### config.mk
export PLATFORM = sky130hd
export DESIGN_NAME = perf_cnt_sampler_arb
export DESIGN_NICKNAME = d
export VERILOG_FILES = /design/src/rtl/perf_cnt_sampler_arb.sv
export SDC_FILE = /design/constraint.sdc
export NUM_CORES = 1
export LEC_CHECK = 0
export ABC_AREA = 0
export CAP_MARGIN = 20
export CORE_AREA = 2 2 149 151
export CTS_BUF_LIST = sky130_fd_sc_hd__clkbuf_2
export CTS_CLUSTER_DIAMETER = 100
export CTS_CLUSTER_SIZE = 24
export DETAILED_ROUTE_END_ITERATION = 12
export DIE_AREA = 0 0 151 153
export PLACE_DENSITY = 0.7
export SLEW_MARGIN = 20
export SYNTH_ARGS = -nofsm -noshare
export SYNTH_HDL_FRONTEND = slang
export SYNTH_SLANG_ARGS = --single-unit
### constraint.sdc
create_clock -name clk_i -period 6.8 [get_ports clk_i]
set_input_delay 1.02 -clock clk_i [delete_from_list [all_inputs] [get_ports clk_i]]
set_output_delay 1.02 -clock clk_i [all_outputs]
set_load 0.1 [all_outputs]
### src/rtl/perf_cnt_sampler_arb.sv
// Shares the perf counter bank port between CSR accesses and a periodic scan engine that streams {addr,value} beats.
// Optional feature: define PERF_SAMPLE_CLEAR_EN to make sampler accesses read-and-clear.
module perf_cnt_sampler_arb #(
    parameter int ADDR_W     = 5,
    parameter int DATA_W     = 64,
    parameter int SCAN_FIRST = 0,
    parameter int SCAN_LAST  = 15,
    parameter int STARVE_MAX = 8
) (
    input  logic              clk_i,
    input  logic              rst_ni,
    input  logic              enable_i,
    input  logic [31:0]       period_i,
    input  logic              csr_req_i,
    input  logic              csr_we_i,
    input  logic [ADDR_W-1:0] csr_addr_i,
    input  logic [DATA_W-1:0] csr_wdata_i,
    output logic              csr_gnt_o,
    output logic [DATA_W-1:0] csr_rdata_o,
    output logic [ADDR_W-1:0] cnt_addr_o,
    output logic              cnt_we_o,
    output logic [DATA_W-1:0] cnt_wdata_o,
    input  logic [DATA_W-1:0] cnt_rdata_i,
    output logic              smp_valid_o,
    input  logic              smp_ready_i,
    output logic [ADDR_W-1:0] smp_addr_o,
    output logic [DATA_W-1:0] smp_data_o,
    output logic              smp_last_o,
    output logic              busy_o,
    output logic              overrun_o
);

    localparam int STARVE_W = $clog2(STARVE_MAX + 1);
    localparam logic [ADDR_W-1:0]   IDX_FIRST = ADDR_W'(SCAN_FIRST);
    localparam logic [ADDR_W-1:0]   IDX_LAST  = ADDR_W'(SCAN_LAST);
    localparam logic [STARVE_W-1:0] STARVE_LIM = STARVE_W'(STARVE_MAX);

    typedef enum logic [1:0] {
        IDLE = 2'd0,
        SCAN = 2'd1,
        OUT  = 2'd2
    } state_t;

    state_t              state;
    state_t              state_next;
    logic [31:0]         tmr;
    logic                tmr_run;
    logic                trigger;
    logic [ADDR_W-1:0]   idx;
    logic [STARVE_W-1:0] starve;
    logic                smp_win;
    logic                beat_accept;

    // The >= compare lets a shortened period fire on the very next cycle.
    assign tmr_run     = enable_i && (period_i != 32'd0);
    assign trigger     = tmr_run && (tmr >= (period_i - 32'd1));
    assign smp_win     = (state == SCAN) && (!csr_req_i || (starve == STARVE_LIM));
    assign csr_gnt_o   = csr_req_i && !smp_win;
    assign beat_accept = smp_valid_o && smp_ready_i;
    assign busy_o      = (state != IDLE);

    always_ff @(posedge clk_i or negedge rst_ni) begin
        if (!rst_ni) begin
            tmr <= 32'd0;
        end else if (!tmr_run || trigger) begin
            tmr <= 32'd0;
        end else begin
            tmr <= tmr + 32'd1;
        end
    end

    always_comb begin
        state_next = state;
        case (state)
            IDLE: if (trigger) state_next = SCAN;
            SCAN: if (smp_win) state_next = OUT;
            OUT: begin
                if (beat_accept) begin
                    state_next = (idx == IDX_LAST) ? IDLE : SCAN;
                end
            end
            default: state_next = IDLE;
        endcase
    end

    always_ff @(posedge clk_i or negedge rst_ni) begin
        if (!rst_ni) begin
            state <= IDLE;
        end else begin
            state <= state_next;
        end
    end

    always_ff @(posedge clk_i or negedge rst_ni) begin
        if (!rst_ni) begin
            idx    <= IDX_FIRST;
            starve <= '0;
        end else begin
            if ((state == OUT) && beat_accept) begin
                idx <= (idx == IDX_LAST) ? IDX_FIRST : idx + ADDR_W'(1);
            end
            if ((state != SCAN) || smp_win) begin
                starve <= '0;
            end else if (csr_req_i) begin
                starve <= starve + STARVE_W'(1);
            end
        end
    end

    // One-entry output buffer: loaded on sampler grant, emptied when the sink takes it.
    always_ff @(posedge clk_i or negedge rst_ni) begin
        if (!rst_ni) begin
            smp_valid_o <= 1'b0;
            smp_addr_o  <= '0;
            smp_data_o  <= '0;
            smp_last_o  <= 1'b0;
            overrun_o   <= 1'b0;
        end else begin
            overrun_o <= trigger && (state != IDLE);
            if (smp_win) begin
                smp_valid_o <= 1'b1;
                smp_addr_o  <= idx;
                smp_data_o  <= cnt_rdata_i;
                smp_last_o  <= (idx == IDX_LAST);
            end else if (beat_accept) begin
                smp_valid_o <= 1'b0;
                smp_last_o  <= 1'b0;
            end
        end
    end

    always_comb begin
        cnt_addr_o  = '0;
        cnt_we_o    = 1'b0;
        cnt_wdata_o = '0;
        csr_rdata_o = '0;
        if (smp_win) begin
            cnt_addr_o = idx;
`ifdef PERF_SAMPLE_CLEAR_EN
            cnt_we_o   = 1'b1;
`else
            cnt_we_o   = 1'b0;
`endif
        end else if (csr_gnt_o) begin
            cnt_addr_o  = csr_addr_i;
            cnt_we_o    = csr_we_i;
            cnt_wdata_o = csr_wdata_i;
            csr_rdata_o = cnt_rdata_i;
        end
    end

endmodule

==> flow_summary.yaml <==
sta:
  finalSetupViolCount: 0
  worst_pin_slew_ps: 1120
  rsz0062_at_grt: "no"
  fin_setup_tns_ps: 0
  max-slew-margin-rel: 0.2509
  post-route-min-period_ps: 4970
  fin_skew_ps: 38.63
  period_share: 0.7309
  fmax_mhz: 201.2
  maxSlewViolCount: 0
  hold_violations: 0
yosys:
  netlist_instances: 851
  synth_common_cells: "nand2_1 (244), and3_1 (134), dfrtp_1 (115)"
  syn-cell-area_sq_mm: 0.007086
  yosys-top-cells-area: "dfrtp_1 (41%), nand2_1 (13%), and3_1 (12%)"
  synth_edf_count: 0
  yosysMostFrequentCell: "nand2_1"
  synth-seq-area-share: 0.4061
  synth_compound_area_frac: 0.04150
  avgSynthCellArea_sq_um: 8.326
  synth_fa_ha_area_frac: 0.06534
  synthArstFlopShare: 1.000
  ys_warn_count: 0
  synth-seq-cells: 115
  synth_ff_type: "dfrtp_1"
  synth_mux_area_frac: 0
  synth_nets: 1059
  synth_top_area_share: 0.4061
  synth.distinct_cells: 46
  synthSimpleGateAreaFrac: 0.3703
  synth_top_family_by_area: "simple AND/OR/NAND/NOR gates"
  synth-xor-area-share: 0.07664
  synth_area_leader_cell: "dfrtp_1"
worst_setup_path:
  path_max_fanout: 76
  startpoint_type: "flip-flop"
  worstPathArrival_ps: 3950
  cp.required_ps: 5780
  rrSetupSlack_ps: 4130
  critPathKind: "reg -> out"
  end_kind: "primary output"
job:
  max_cap_viol_count: 0
cts:
  ctsHoldBuffers: 0
  cts.repair.resized: 0
  cts_root_buf: "clkbuf_2"
  ctsHtreeMaxLevel: 4
  clk_pin_slew_worst_paths_ps: 210
  clkSinkCount: 115
  clk_path_buf_depth: 2
  cts_buffers: 17
  post_cts_buffers: 0
  insertion_delay_ps: 640
  cts_tree: "done"
global_route:
  grt_pass1_vias: 6741
  overflow: 0
  grtUsageTotal: 0.2135
  grt_max_degree: 98
  antenna_found_initial: 1
  grt_pass1_wl_mm: 38.13
pwr:
  power.leakage_nw: 5.200
  power_density_mw_per_mm2: 414.4
  intPower_w: 0.001748
  swShare: 0.6267
  comb_power_share: 0.693
  p_clk_frac: 0.093
  p_sw_w: 0.002934
  p_seq_frac: 0.213
  ir_drop_v: 0.0002127
die:
  die_x_um: 151
  io_pins: 379
  start_util: 0.3298
  dieArea_sq_mm: 0.02310
  rows: 54
  fp.coreArea_sq_mm: 0.02149
  die_h_um: 153
placed_design:
  gp_congestion: 0.8952
  hpwl_mm: 19.83
  io_buffers: 378
  dpl.cell_count: 1462
final_layout:
  fin_util: 0.5259
  multiInputGateArea_sq_mm: 0.003950
  register_area_sq_mm: 0.002878
  fillers: 2022
  final_nets: 1409
  syn_to_final_growth_pct: 59.47
  finalNonFillerCells: 1495
  layout-drive-gt1-share: 0.04201
drt:
  drcViolationCount: 0
  drt_wl_total_mm: 25.34
  ant_nets: 0
  dr.pass1.iters: 5
  vias_per_cell: 4.813
  drtIter0Drc: 410
  avgRoutedWirePerCell_um: 16.95
  vias: 7195
run_status:
  status: "finished clean"
hold_path:
  hp-class: "in -> async"
==> area by class of cell <==
type	instances	area share
repair buffers	386	0.3406
clock buffers	18	0.007973
inverters	11	0.003654
diodes	1	0.0002215
well taps	280	0.03100
multi-input cells	670	0.3496
clock inverters	14	0.01229
flip-flops and latches	115	0.2547
==> layout by cell type (no fill, tap or decap), types with 4 or more instances in the layout <==
master	Yosys	layout
clkdlybuf4s50_1	0	376
nand2_1	244	243
and3_1	134	134
dfrtp_1	115	115
nor3_1	46	46
xnor2_1	44	44
ha_1	37	37
nor2_1	21	21
xor2_1	18	18
clkbuf_2	0	18
nand3_1	17	17
a21oi_1	14	14
nor4_1	13	13
o21ai_0	13	13
inv_1	11	11
nand4_1	10	10
buf_4	0	8
nand2b_1	6	6
or4_1	5	5
a22o_1	5	5
or3_1	4	4
and2_1	5	4
and4_1	4	4
clkinvlp_4	0	4
==> metrics by stage <==
stage                     cell area, sq um  setup WS [ps]  power, W  hold slack [ps]
after detailed placement             11070           1398  0.004274            460.8
final                                11300           1830  0.004682            308.6
after global placement               11070           1569  0.004253            457.5
after CTS                            11300           1698  0.004723            242.3
after global routing                 11300           1535  0.004869            250.2
after floorplan                       7086           2034  0.003396            451.3
==> logic make-up (layout without fill, tap and decap cells) <==
logic type,count (synthesis),after routing
AOI/OAI and AO/OA,45,45
and+or+nand+nor,526,526
xor gates and xnor gates,62,62
buffers and inverters,66,429
other,0,1
DFF,115,115
adders and majority gates,37,37
==> worst paths after layout <==
check                      depth (start not counted)                    endpoint                       start
setup / recovery                                   8             cnt_wdata_o[38]       starve[0]$_DFFE_PN0P_
hold / removal                                     1  smp_data_o[27]$_DFFE_PN0P_                      rst_ni
setup reg to reg                                   8  smp_data_o[62]$_DFFE_PN0P_       starve[0]$_DFFE_PN0P_
hold reg to reg                                    2  smp_data_o[45]$_DFFE_PN0P_  smp_data_o[45]$_DFFE_PN0P_
max in group asynchronous                          2            tmr[8]$_DFF_PN0_                      rst_ni
min in group clk_i                                 2  smp_data_o[45]$_DFFE_PN0P_  smp_data_o[45]$_DFFE_PN0P_
==> routing by layer <==
| layer | global-route usage | part of all wire |
|---|---|---|
| met2 | 0.3429 | 0.46 |
| met4 | 0.06320 | 0.020 |
| met5 | 0 | 0 |
| met1 | 0.2796 | 0.44 |
| met3 | 0.06060 | 0.082 |
==> power groups by stage <==
| stage | clock network [W] | logic (W) | registers (W) |
|---|---|---|---|
| after CTS | 0.000457 | 0.00327 | 0.00100 |
| after global routing | 0.000485 | 0.00336 | 0.00103 |
| after global placement | 0 | 0.00325 | 0.00101 |
| after detailed placement | 0 | 0.00326 | 0.00102 |
| after floorplan | 0 | 0.00108 | 0.00232 |
| final | 0.000438 | 0.00325 | 0.000999 |
==> worst max-delay path, stage by stage (launching register included) <==
cell and delay (ps):
dfrtp_1 440, inv_1 60, ha_1 190, nand2_1 80, o21ai_0 190, nand2_4 560
buf_12 340, and3_1 280, clkdlybuf4s50_1 1160
==> registers in the layout, indices dropped and copies added, names as in the netlist <==
register	flops
smp_valid_o	1
idx	5
smp_last_o	1
tmr	32
starve	4
smp_data_o	64
overrun_o	1
state	2
smp_addr_o	5
Note: power is estimated with default switching activity, not from simulation.
